### src/rtl/pkt_hdr_strip_if.sv
// ---------------------------------------------------------------------------
// pkt_hdr_strip_if -- byte-stream bundle for the header stripper.
//
// Signals:
//   din[7:0]   byte stream in; the din_sop byte is the length header N
//   din_vld    din / din_sop / din_eop are valid this cycle
//   din_sop    header byte marker
//   din_eop    last payload byte marker
//   dout[7:0]  payload byte with the header removed
//   dout_vld   dout valid
//   dout_sop   first payload byte of the packet
//   dout_eop   last payload byte of the packet
//   err        one-cycle length/framing error pulse
//
// Modports:
//   master  traffic source / sink (drives din side, observes dout side)
//   slave   the stripper (observes din side, drives dout side and err)
// ---------------------------------------------------------------------------
interface pkt_hdr_strip_if;
    logic [7:0] din;
    logic       din_vld;
    logic       din_sop;
    logic       din_eop;
    logic [7:0] dout;
    logic       dout_vld;
    logic       dout_sop;
    logic       dout_eop;
    logic       err;

    modport master (
        output din, din_vld, din_sop, din_eop,
        input  dout, dout_vld, dout_sop, dout_eop, err
    );

    modport slave (
        input  din, din_vld, din_sop, din_eop,
        output dout, dout_vld, dout_sop, dout_eop, err
    );
endinterface

### src/rtl/pkt_hdr_strip.sv
// ---------------------------------------------------------------------------
// pkt_hdr_strip -- removes the one-byte length header from each packet of a
// byte stream and forwards the payload with one clock of latency.
//
// Ports:
//   clk    rising-edge clock for all state
//   rst_n  asynchronous reset, active low
//   bus    pkt_hdr_strip_if.slave: din/din_vld/din_sop/din_eop in,
//          dout/dout_vld/dout_sop/dout_eop/err out (all outputs registered)
//
// Configuration:
//   PKT_LEN_CHK_EN  when defined, payload length is checked against the
//                   header: an early eop or a missing eop raises err, and
//                   bytes past the declared length are dropped (DROP state).
//                   Undefined (default): packets end only on din_eop.
// ---------------------------------------------------------------------------
module pkt_hdr_strip (
    input  logic              clk,
    input  logic              rst_n,
    pkt_hdr_strip_if.slave    bus
);

    typedef enum logic [1:0] {
        IDLE = 2'd0,
        DATA = 2'd1,
        DROP = 2'd2
    } state_t;

    state_t     state, state_nxt;
    logic [7:0] cnt, cnt_nxt;
    logic [7:0] len, len_nxt;
    logic [7:0] dout_nxt;
    logic       vld_nxt, sop_nxt, eop_nxt, err_nxt;

    // NOTE: every signal assigned in this block gets a default first so no
    // path leaves it unassigned; otherwise synthesis infers a latch.
    always_comb begin
        state_nxt = state;
        cnt_nxt   = cnt;
        len_nxt   = len;
        dout_nxt  = 8'h00;
        vld_nxt   = 1'b0;
        sop_nxt   = 1'b0;
        eop_nxt   = 1'b0;
        err_nxt   = 1'b0;

        if (bus.din_vld) begin
            if (bus.din_sop) begin
                // A header is accepted from any state. Arriving in DATA means
                // the previous packet never saw its eop.
                len_nxt = bus.din;
                cnt_nxt = 8'h00;
                if (state == DATA)
                    err_nxt = 1'b1;
                if (bus.din != 8'h00 && !bus.din_eop) begin
                    state_nxt = DATA;
                end else begin
                    err_nxt   = 1'b1;
                    state_nxt = IDLE;
                end
            end else begin
                unique case (state)
                    IDLE: ; // stray bytes outside a packet are discarded
                    DATA: begin
                        dout_nxt = bus.din;
                        vld_nxt  = 1'b1;
                        sop_nxt  = (cnt == 8'h00);
                        cnt_nxt  = cnt + 8'd1;
                        if (bus.din_eop) begin
                            eop_nxt   = 1'b1;
                            state_nxt = IDLE;
`ifdef PKT_LEN_CHK_EN
                            // Early eop: fewer bytes than the header promised.
                            if (({1'b0, cnt} + 9'd1) < {1'b0, len})
                                err_nxt = 1'b1;
`endif
                        end
`ifdef PKT_LEN_CHK_EN
                        else if (cnt == len - 8'd1) begin
                            // Declared length reached without eop: close the
                            // packet here and drop the excess bytes.
                            eop_nxt   = 1'b1;
                            err_nxt   = 1'b1;
                            state_nxt = DROP;
                        end
`endif
                    end
                    DROP: begin
                        if (bus.din_eop)
                            state_nxt = IDLE;
                    end
                    default: state_nxt = IDLE;
                endcase
            end
        end
    end

    // NOTE: sequential state uses non-blocking assignments so every register
    // samples pre-edge values regardless of statement order.
    // NOTE: all state here is plain flops (no memory array), so every
    // register is cleared by the asynchronous reset.
    always_ff @(posedge clk or negedge rst_n) begin
        if (!rst_n) begin
            state        <= IDLE;
            cnt          <= 8'h00;
            len          <= 8'h00;
            bus.dout     <= 8'h00;
            bus.dout_vld <= 1'b0;
            bus.dout_sop <= 1'b0;
            bus.dout_eop <= 1'b0;
            bus.err      <= 1'b0;
        end else begin
            state        <= state_nxt;
            cnt          <= cnt_nxt;
            len          <= len_nxt;
            bus.dout     <= dout_nxt;
            bus.dout_vld <= vld_nxt;
            bus.dout_sop <= sop_nxt;
            bus.dout_eop <= eop_nxt;
            bus.err      <= err_nxt;
        end
    end

endmodule

### src/flat_wrapper.sv
// flat-port wrapper written by rule: the top's interface ports become plain ports
module pkt_hdr_strip_flat 
  (clk, rst_n, bus_din, bus_din_vld, bus_din_sop, bus_din_eop, bus_dout, bus_dout_vld, bus_dout_sop, bus_dout_eop, bus_err);
  pkt_hdr_strip_if bus_i ();
  input  logic clk;
  input  logic rst_n;
  input wire logic [$bits(bus_i.din)-1:0] bus_din;
  input wire logic [$bits(bus_i.din_vld)-1:0] bus_din_vld;
  input wire logic [$bits(bus_i.din_sop)-1:0] bus_din_sop;
  input wire logic [$bits(bus_i.din_eop)-1:0] bus_din_eop;
  output wire logic [$bits(bus_i.dout)-1:0] bus_dout;
  output wire logic [$bits(bus_i.dout_vld)-1:0] bus_dout_vld;
  output wire logic [$bits(bus_i.dout_sop)-1:0] bus_dout_sop;
  output wire logic [$bits(bus_i.dout_eop)-1:0] bus_dout_eop;
  output wire logic [$bits(bus_i.err)-1:0] bus_err;
  assign bus_i.din = bus_din;
  assign bus_i.din_vld = bus_din_vld;
  assign bus_i.din_sop = bus_din_sop;
  assign bus_i.din_eop = bus_din_eop;
  assign bus_dout = bus_i.dout;
  assign bus_dout_vld = bus_i.dout_vld;
  assign bus_dout_sop = bus_i.dout_sop;
  assign bus_dout_eop = bus_i.dout_eop;
  assign bus_err = bus_i.err;
  pkt_hdr_strip u_core (.clk(clk), .rst_n(rst_n), .bus(bus_i));
endmodule
### config.mk
export PLATFORM = sky130hd
export DESIGN_NAME = pkt_hdr_strip_flat
export DESIGN_NICKNAME = d
export VERILOG_FILES = /design/src/rtl/pkt_hdr_strip_if.sv /design/src/rtl/pkt_hdr_strip.sv /design/src/flat_wrapper.sv
export SDC_FILE = /design/constraint.sdc
export NUM_CORES = 1
export LEC_CHECK = 0
export ABC_AREA = 1
export BUFFER_PORTS_ARGS = -buffer_cell sky130_fd_sc_hd__buf_2
export CELL_PAD_IN_SITES_DETAIL_PLACEMENT = 0
export CELL_PAD_IN_SITES_GLOBAL_PLACEMENT = 1
export CORE_MARGIN = 10
export CORE_UTILIZATION = 39
export CTS_BUF_LIST = sky130_fd_sc_hd__clkbuf_2 sky130_fd_sc_hd__clkbuf_4 sky130_fd_sc_hd__clkbuf_8
export CTS_CLUSTER_DIAMETER = 100
export DETAILED_ROUTE_END_ITERATION = 10
export HOLD_SLACK_MARGIN = 0.03
export PLACE_DENSITY_LB_ADDON = 0.1
export SLEW_MARGIN = 10
export SYNTH_ARGS = -nofsm -noshare
export SYNTH_HDL_FRONTEND = slang
export SYNTH_SLANG_ARGS = --single-unit
### constraint.sdc
create_clock -name clk -period 1.5 [get_ports clk]
set_clock_uncertainty 0.05 [all_clocks]
set_input_delay 0.075 -clock clk [delete_from_list [all_inputs] [get_ports clk]]
set_output_delay 0.075 -clock clk [all_outputs]
set_load 0.01 [all_outputs]
==> key figures, run 1 <==
Status
  – Outcome: completed

Worst hold path
  – Hold depth: 4
  – Min-Delay Path Class: in -> reg
  – Hold Crit Start: bus_din_sop
  – Worst Hold End: u_core.state[0]

Synth
  – Cell Area, Synth: 970.9 um^2
  – Synth warn: 0
  – Yosys top cell by area: dfrtp_1
  – Area contributors post-synth: dfrtp_1 54%, nand2_1 10%, inv_1 8.1%
  – Post-synth EDFFs: 0
  – Dominant synthesized flop cell: dfrtp_1
  – Syn Nets: 129
  – Share of the synthesized area in the top cell type: 54.12%
  – Mapped Cells: 114
  – Post-synth cell types: 19
  – Synth Register Bits: 21
  – Async set-reset flop share out of synthesis: 100.0%
  – Cell with the most instances after synthesis: nand2_1
  – Register area share after synthesis: 54.12%
  – Commonest cells post-synth: 27 x nand2_1, 21 x dfrtp_1, 21 x inv_1
  – Syn_area_per_cell: 8.517 um^2

Routing
  – DR WL met2: 1123 um
  – Vias per cell: 4.459
  – DR top layer: met4
  – Final ANT Viol Nets: 0
  – Routed wire length on met3: 157 um
  – Wl on met1: 950 um
  – Drt wl/cell: 12.39 um
  – Post-Route WL: 2242 um
  – Via count: 807
  – Iter 0 DRT Violations: 54
  – Drt first pass iters: 4
  – DRC viols: 0

CTS
  – Clock Path Buffers: 2
  – Total CTS buffers: 3
  – Clk slew on worst S/H paths: 120 ps
  – Post-CTS sizing: 0
  – Clock sinks: 21
  – Clk_lat worst skew: 300 ps
  – # H-tree levels: 1
  – Root Buffer: clkbuf_4
  – CTS tree: built

STA
  – Tcrit/Tclk final: 80.99%
  – Min cycle time layout: 1215 ps
  – TNS Setup: 0 ps
  – Slew @ Worst Pin: 505.6 ps
  – RSZ-0062 raised after global routing: no
  – Slew HR: 66.29%
  – Hold Violations, Final: 0
  – Max-slew violations: 0
  – Fmax: 823.2 MHz
  – # setup viols final: 0

Critical path
  – Delay of the slowest cell on the worst path: 440 ps
  – Worst Reg-to-Reg Cells: 7
  – Critical path buffers and inverters: 1
  – Worst Path Required: 1650 ps
  – Worst path cell trace: ha_1, nand2_1, inv_2, nand2_1, o21ai_2, nand2_1, nand2_1
  – Type of the worst setup path: reg -> reg
  – RR Startpoint: u_core.cnt[0]
  – Worst Setup Start Kind: flop
  – CP Capture Type: flop
  – Most common cell on crit path: nand2_1
  – Worst EP arrival: 1370 ps
  – Critical Path Slowest Stage Cell: dfrtp_1
  – Terminus of the critical flop-to-flop path: u_core.cnt[6]
  – Crit-path max FO: 4
  – CP delay by family, top: flip-flops
  – Reg2reg setup slack: 290 ps

Pwr
  – Leakage: 0.7069 nW
  – Sw frac: 25.96%
  – Cell Pwr Density: 797.9 nW/um^2
  – Worst VDD drop: 0.4378 mV
  – Clock power share: 27.7%
  – Sequential share of power: 59.9%
  – Switching Power: 0.2579 mW
  – Logic pwr share: 12.4%
  – Tot Pwr: 0.9933 mW
  – P_int: 0.7354 mW

Cells and area
  – Diodes inserted: 0
  – Area delta synth->final: 28.22%
  – Nets@finish: 167
  – Layout cells sized above 1: 25.17%
  – Post-Layout Cell Count: 181

GRT
  – Initial antenna violation count: 0
  – First-pass GRT wire length: 3788 um
  – Grt ovf: 0
  – Largest net degree at the start of global routing: 22
  – Gr usage total: 9.217%
  – Vias in the first global route: 820

Floorplanning
  – Die ar.: 4885 um^2
  – Die Width: 69.90 um
  – Die Height: 69.90 um
  – Site Rows: 18
  – Initial Util: 39.92%
  – # IOs: 25
  – Core area: 2432 um^2

Place
  – Port Buf Inserts: 24
  – Cells after DPL: 167
  – DP Wirelength: 1606 um
  – GP Congestion: 0.7554

Job
  – Maxcap violations: 0
==> layer usage <==
layer | vias to the layer above | GRT usage [%]
li1 | 421 | -
met1 | 368 | 10.30
met2 | 16 | 15.61
met3 | 2 | 3.390
met4 | 0 | 3.289
met5 | - | 0
==> flip-flops by register name, summed over array words and instances (netlist names) <==
name / flops
u_core.bus.dout: 8
u_core.cnt: 8
u_core.bus.dout_eop: 1
u_core.bus.dout_sop: 1
u_core.bus.dout_vld: 1
u_core.bus.err: 1
u_core.state: 1
==> placed cells by master (no fill, tap or decap), drive strengths merged <==
| master | netlist | routed |
|---|---|---|
| nor2 | 15 | 15 |
| clkinv | 1 | 2 |
| nor3 | 1 | 1 |
| o21ai | 8 | 8 |
| ha | 2 | 2 |
| buf | 1 | 24 |
| dfrtp | 21 | 21 |
| o31ai | 1 | 1 |
| nand3 | 9 | 9 |
| nand2 | 28 | 28 |
| nand4 | 1 | 1 |
| dlygate4sd3 | 0 | 10 |
| inv | 23 | 23 |
| a21oi | 3 | 3 |
| clkbuf | 0 | 3 |
==> logic make-up after synthesis <==
| logic type | share of synthesized area (%) |
|---|---|
| and+or+nand+nor | 24.74 |
| adders and majority gates | 2.577 |
| buffers and inverters | 10.57 |
| AOI/OAI and AO/OA | 7.990 |
| DFF | 54.12 |
==> tightest hold or removal path: stages <==
cell and delay (ps):
buf_2 110, nand2_1 70, nand3_1 70, nand2_1 50
==> worst max path at each step <==
stage	start	endpoint	slack (ps)	cells after the start
finish	u_core.cnt[0]	u_core.cnt[6]	290	7
global route	u_core.cnt[0]	u_core.cnt[6]	220	7
CTS	u_core.cnt[0]	u_core.cnt[6]	280	7
detailed placement	u_core.cnt[0]	u_core.cnt[6]	310	7
global placement	u_core.cnt[0]	u_core.cnt[2]	340	4
floorplan	u_core.cnt[0]	u_core.cnt[6]	380	7
==> stage by stage <==
step           utilization [%]  hold slack (ps)  area (um^2)  worst slack (ps)
6_report                 51.18            52.44         1245             285.2
4_1_cts                  51.18            42.66         1245             276.5
3_3_place_gp             45.94            13.02         1117             335.9
2_1_floorplan                -           -270.6        970.9             381.9
5_1_grt                  51.18            88.12         1245             219.2
3_5_place_dp             45.94            14.92         1117             310.1
==> what timing repair did <==
item	in CTS	in global routing
hold endpoints to repair	31	0
setup buffers	0	0
hold buffers	10	0
==> final cells by class <==
| cell class | instances | area [um^2] |
|---|---|---|
| repair buffers | 34 | 220.2 |
| multi-input cells | 68 | 342.8 |
| fillers | 235 | 1187 |
| clock inverters | 1 | 5.005 |
| well taps | 30 | 37.54 |
| flip-flops and latches | 21 | 525.5 |
| clock buffers | 3 | 22.52 |
| inverters | 24 | 91.34 |
==> power groups by stage <==
stage	registers (mW)	logic [mW]	clock network, mW
2_1_floorplan	0.610	0.0519	0
3_3_place_gp	0.605	0.104	0
3_5_place_dp	0.606	0.105	0
4_1_cts	0.596	0.125	0.297
5_1_grt	0.598	0.141	0.309
6_report	0.595	0.123	0.275
Power figures use the tool's default switching activity.
==> inputs of run 2 (changes only) <==
- CORE_UTILIZATION: 39 -> 35
- clock period: 1.5 -> 1 ns (I/O delays scaled with it)
==> key figures, run 2 (synthesis gave the netlist of run 1 again) <==
Cells and area
  – # fillers: 282 (was 235)
  – Largest registers: u_core.bus.dout: 8 flops, u_core.cnt: 8 flops (unchanged)
  – Most frequent cells in the layout: 22 x nand2_1, 21 x buf_2, 20 x inv_1 (was 27 x nand2_1, 24 x buf_2, 21 x inv_1, 21 x dfrtp_1, 14 x nor2_1)
  – FF/Latch Area: 528.0 um^2 (was 525.5 um^2)
  – Area delta synth->final: 43.94% (was 28.22%)
  – Post-Layout Cell Count: 192 (was 181)
  – Layout cells sized above 1: 36.65% (was 25.17%)
  – Diodes inserted: 0 (unchanged)
  – Multi-input gate area: 385.4 um^2 (was 342.8 um^2)
  – Most common cell after layout, fill and taps aside: nand2_1 (unchanged)
  – Nets@finish: 177 (was 167)

CTS
  – Clock sinks: 21 (unchanged)
  – CTS tree: built (unchanged)
  – Hold-fix buffers at CTS: 11 (was 10)
  – # H-tree levels: 1 (unchanged)
  – Root Buffer: clkbuf_4 (unchanged)
  – Clock Path Buffers: 2 (unchanged)
  – Clk slew on worst S/H paths: 130 ps (was 120 ps)
  – Total CTS buffers: 3 (unchanged)
  – Clk_lat worst skew: 320 ps (was 300 ps)

Worst hold path
  – Min-Delay Path Class: in -> reg (unchanged)

Place
  – GP Congestion: 0.7431 (was 0.7554)
  – Cells after DPL: 176 (was 167)
  – DP Wirelength: 1675 um (was 1606 um)
  – Port Buf Inserts: 24 (unchanged)

Floorplanning
  – # IOs: 25 (unchanged)
  – Initial Util: 35.83% (was 39.92%)
  – Die ar.: 5281 um^2 (was 4885 um^2)
  – Die Height: 72.67 um (was 69.90 um)
  – Site Rows: 19 (was 18)
  – Core area: 2710 um^2 (was 2432 um^2)
  – Die Width: 72.67 um (was 69.90 um)

STA
  – RSZ-0062 raised after global routing: yes (was no)
  – Hold Violations, Final: 0 (unchanged)
  – TNS Setup: -441.9 ps (was 0 ps)
  – Tcrit/Tclk final: 110.8% (was 80.99%)
  – Fmax: 902.6 MHz (was 823.2 MHz)
  – Slew @ Worst Pin: 477.9 ps (was 505.6 ps)
  – Min cycle time layout: 1108 ps (was 1215 ps)
  – Slew HR: 68.14% (was 66.29%)
  – Max-slew violations: 0 (unchanged)
  – Smallest setup slack after layout: -108.0 ps (was 285.2 ps)
  – # setup viols final: 8 (was 0)

Pwr
  – Cell Pwr Density: 1130 nW/um^2 (was 797.9 nW/um^2)
  – Leakage: 0.7533 nW (was 0.7069 nW)
  – Switching Power: 0.4363 mW (was 0.2579 mW)
  – Sequential share of power: 56.5% (was 59.9%)
  – P_int: 1.143 mW (was 0.7354 mW)
  – Logic pwr share: 15.0% (was 12.4%)
  – Sw frac: 27.63% (was 25.96%)
  – Clock power share: 28.5% (was 27.7%)
  – Worst VDD drop: 1.004 mV (was 0.4378 mV)

Critical path
  – Reg2reg setup slack: -110 ps (was 290 ps)
  – Worst path cell trace: ha_2, nand2_2, inv_2, o31ai_1 (was ha_1, nand2_1, inv_2, nand2_1, o21ai_2, nand2_1, nand2_1)
  – Type of the worst setup path: reg -> reg (unchanged)
  – CP Capture Type: flop (unchanged)
  – Critical Path Slowest Stage Cell: dfrtp_1 (unchanged)
  – Crit-path max FO: 3 (was 4)
  – Worst Path Required: 1180 ps (was 1650 ps)
  – Worst EP arrival: 1290 ps (was 1370 ps)
  – Worst Setup Start Kind: flop (unchanged)
  – Delay of the slowest cell on the worst path: 430 ps (was 440 ps)

GRT
  – Met1 Usage GRT: 10.14% (was 10.30%)
  – Gr usage total: 9.561% (was 9.217%)
  – Grt ovf: 0 (unchanged)
  – Vias in the first global route: 878 (was 820)
  – Largest net degree at the start of global routing: 22 (unchanged)
  – M2 GR Usage: 15.70% (was 15.61%)
  – First-pass GRT wire length: 3960 um (was 3788 um)
  – GRT met3 Usage: 5.306% (was 3.390%)
  – Top Usage Layer GRT: met2 (unchanged)
  – Initial antenna violation count: 0 (unchanged)

Routing
  – Iter 0 DRT Violations: 51 (was 54)
  – Drt first pass iters: 4 (unchanged)
  – Final ANT Viol Nets: 0 (unchanged)
  – Drt wl/cell: 11.88 um (was 12.39 um)
  – Post-Route WL: 2280 um (was 2242 um)
  – DRC viols: 0 (unchanged)
  – Vias per cell: 4.385 (was 4.459)
  – Via count: 842 (was 807)

Job
  – Maxcap violations: 0 (unchanged)

Status
  – Outcome: complete, but fails checks (was completed)
  – Failing checks: negative setup slack
run 2: cell types whose count changed in the layout (fill, tap and decap cells not counted), sizes merged:
cell	before	now
buf	24	33
clkinv	2	1
clkinvlp	0	1
dlygate4sd3	10	11
run 2: worst max-delay path, delay by kind of cell (launching register included):
kind	cells	cell delay (ps)
AND/OR/NAND/NOR	1	70
adder cells (fa/ha/maj)	1	200
flip-flops	1	430
buffers and inverters	1	50
AO/OA/AOI/OAI	1	230
run 2: stage by stage:
stage	util (%)	hold slack (ps)	area, um^2	worst slack (ps)	total power, mW
finish	51.57	7.874	1398	-108.0	1.579
global route	51.57	7.433	1398	-225.1	1.674
CTS	50.78	10.42	1376	-113.6	1.597
detailed placement	44.23	-5.896	1199	-92.84	1.099
global placement	44.23	-7.382	1199	-73.97	1.097
floorplan	-	-295.6	991.0	-60.69	1.000
run 2: final timing paths:
path / from / end / cells after the start
min reg2reg: u_core.cnt[6] / u_core.cnt[6] / 2
max reg2reg: u_core.cnt[1] / u_core.cnt[2] / 4
min in group asynchronous: rst_n / u_core.bus.dout[1] / 2
max: u_core.cnt[1] / u_core.cnt[2] / 4
max in group asynchronous: rst_n / u_core.cnt[2] / 2
min: bus_din_sop / u_core.bus.dout_sop / 4
run 2: what timing repair did:
action                     in CTS  in global routing
resized for setup              13                  4
pin swaps                      10                  5
hold endpoints to repair       33                  1
buffers inserted                1                  0
setup endpoints to repair       9                 23
run 2: power groups by stage:
stage	Sequential, mW	Clock (mW)	Combinational (mW)
4_1_cts	0.893	0.467	0.237
2_1_floorplan	0.916	0	0.0848
3_3_place_gp	0.906	0	0.191
6_report	0.893	0.450	0.236
5_1_grt	0.897	0.507	0.269
3_5_place_dp	0.907	0	0.192
run 2: final cells by class:
cell class,count,area share (%)
Timing Repair Buffer,44,22.92
Sequential cell,21,37.78
Clock buffer,3,1.611
Clock inverter,1,0.5372
Inverter,24,6.804
Multi-Input combinational cell,68,27.57
Tap cell,31,2.775
run 2: layer usage:
metal  vias up  part of all wire (%)
met3         2                   8.6
met4         0                  0.75
met2        21                    48
li1        441                     -
met5         -                     0
met1       378                    43
==> inputs of run 3 (changes only) <==
- SKIP_LAST_GASP: not set -> 1
==> key figures, run 3 (synthesis gave the netlist of run 1 again) <==
Critical path
  – CP Capture Type: flop (unchanged)
  – Worst Setup Start Kind: flop (unchanged)
  – Worst Path Required: 1180 ps (about the same)
  – Crit-path max FO: 3 (unchanged)
  – Worst EP arrival: 1290 ps (about the same)
  – Type of the worst setup path: reg -> reg (unchanged)

Routing
  – Post-Route WL: 2276 um (was 2280 um)
  – Iter 0 DRT Violations: 51 (unchanged)
  – Via count: 847 (was 842)
  – Drt wl/cell: 11.85 um (was 11.88 um)
  – Vias per cell: 4.411 (was 4.385)
  – DRC viols: 0 (unchanged)
  – Drt first pass iters: 6 (was 4)
  – Final ANT Viol Nets: 0 (unchanged)

STA
  – Slew @ Worst Pin: 478.8 ps (was 477.9 ps)
  – Hold WS: 7.576 ps (was 7.874 ps)
  – Tcrit/Tclk final: 110.9% (was 110.8%)
  – Max-slew violations: 0 (unchanged)
  – Min cycle time layout: 1109 ps (was 1108 ps)
  – Slew HR: 68.08% (was 68.14%)
  – Fmax: 901.3 MHz (was 902.6 MHz)
  – RSZ-0062 raised after global routing: yes (unchanged)
  – Hold Violations, Final: 0 (unchanged)
  – # setup viols final: 8 (unchanged)
  – Smallest setup slack after layout: -109.5 ps (was -108.0 ps)

Pwr
  – Tot Pwr: 1.580 mW (was 1.579 mW)
  – Cell Pwr Density: 1130 nW/um^2 (about the same)
  – Worst VDD drop: 1.004 mV (about the same)
  – Leakage: 0.7533 nW (about the same)

CTS
  – Clk slew on worst S/H paths: 130 ps (about the same)
  – Hold-fix buffers at CTS: 11 (unchanged)
  – Clk_lat worst skew: 320 ps (about the same)
  – Clock sinks: 21 (unchanged)
  – Root Buffer: clkbuf_4 (unchanged)
  – Clock Path Buffers: 2 (unchanged)
  – # H-tree levels: 1 (unchanged)
  – CTS tree: built (unchanged)
  – Total CTS buffers: 3 (unchanged)

GRT
  – First-pass GRT wire length: 3960 um (unchanged)
  – Grt ovf: 0 (unchanged)
  – Initial antenna violation count: 0 (unchanged)
  – Vias in the first global route: 878 (unchanged)
  – Largest net degree at the start of global routing: 22 (unchanged)
  – Gr usage total: 9.561% (unchanged)

Floorplanning
  – Die Width: 72.67 um (unchanged)
  – Site Rows: 19 (unchanged)
  – Initial Util: 35.83% (unchanged)
  – # IOs: 25 (unchanged)
  – Die Height: 72.67 um (unchanged)
  – Core area: 2710 um^2 (unchanged)
  – Die ar.: 5281 um^2 (unchanged)

Job
  – Maxcap violations: 0 (unchanged)

Cells and area
  – Post-Layout Cell Count: 192 (unchanged)
  – Final instance area: 1398 um^2 (unchanged)
  – Layout cells sized above 1: 36.65% (unchanged)
  – Largest registers: u_core.bus.dout: 8 flops, u_core.cnt: 8 flops (unchanged)
  – Area delta synth->final: 43.94% (unchanged)
  – Nets@finish: 177 (unchanged)
  – Diodes inserted: 0 (unchanged)
  – Most common cell after layout, fill and taps aside: nand2_1 (unchanged)
  – Most frequent cells in the layout: 22 x nand2_1, 21 x buf_2, 20 x inv_1 (unchanged)

Status
  – Failing checks: negative setup slack (unchanged)
  – Outcome: complete, but fails checks (unchanged)

Worst hold path
  – Min-Delay Path Class: in -> reg (unchanged)

Place
  – GP Congestion: 0.7431 (unchanged)
  – DP Wirelength: 1675 um (unchanged)
  – Cells after DPL: 176 (unchanged)
  – Placement-stage cell area: 1199 um^2 (unchanged)
  – Port Buf Inserts: 24 (unchanged)
==> run 3: cell counts in the layout (fill, tap and decap cells not counted) <==
Identical to the previous run, type by type.
==> run 3: layer usage <==
layer  global-route usage (%)  vias to the layer above  wire (um)
met1                    10.14                      382        963
li1                         -                      442          -
met3                    5.306                        2        197
met4                    3.165                        0         17
met5                        0                        -          0
met2                    15.70                       21       1097
==> run 3: worst paths after layout <==
| kind | from | endpoint | slack (ps) | cells after the start |
|---|---|---|---|---|
| max in group asynchronous | rst_n | u_core.cnt[2] | 400 | 2 |
| worst min-delay path | bus_din_sop | u_core.bus.dout_sop | 8 | 4 |
| min in group asynchronous | rst_n | u_core.bus.dout[1] | 150 | 2 |
| worst min register to register | u_core.cnt[7] | u_core.cnt[7] | 480 | 2 |
| worst max register to register | u_core.cnt[1] | u_core.cnt[2] | -110 | 4 |
| worst max-delay path | u_core.cnt[1] | u_core.cnt[2] | -110 | 4 |
==> run 3: layout make-up <==
cell class	count	area, um^2
repair buffers	44	320.3
clock inverters	1	7.507
flip-flops and latches	21	528.0
multi-input cells	68	385.4
fillers	282	1313
well taps	31	38.79
clock buffers	3	22.52
inverters	24	95.09
==> run 3: critical path, cell delays in order (launching register included) <==
cell	delay, ps
dfrtp_1	430
ha_2	200
nand2_2	70
inv_2	50
o31ai_1	230
==> run 3: report_power, final <==
part / internal (mW) / switching (mW)
logic: 0.116 / 0.120
registers: 0.875 / 0.0186
clock network: 0.153 / 0.298
==> run 3: timing repair <==
action	4_1_cts	5_1_grt
hold endpoints to repair	33	1
resized for setup	13	4
endpoints found under the setup margin	9	23
pin swaps	8	4
setup buffers	1	0
==> run 3: stage by stage <==
step	setup slack [ps]	util [%]	TNS, ps
final	-109.5	51.57	-441.1
after global routing	-225.1	51.57	-1611
after CTS	-113.6	50.78	-573.8
after detailed placement	-92.84	44.23	-526.1
after global placement	-73.97	44.23	-385.0
after floorplan	-60.69	-	-116.6
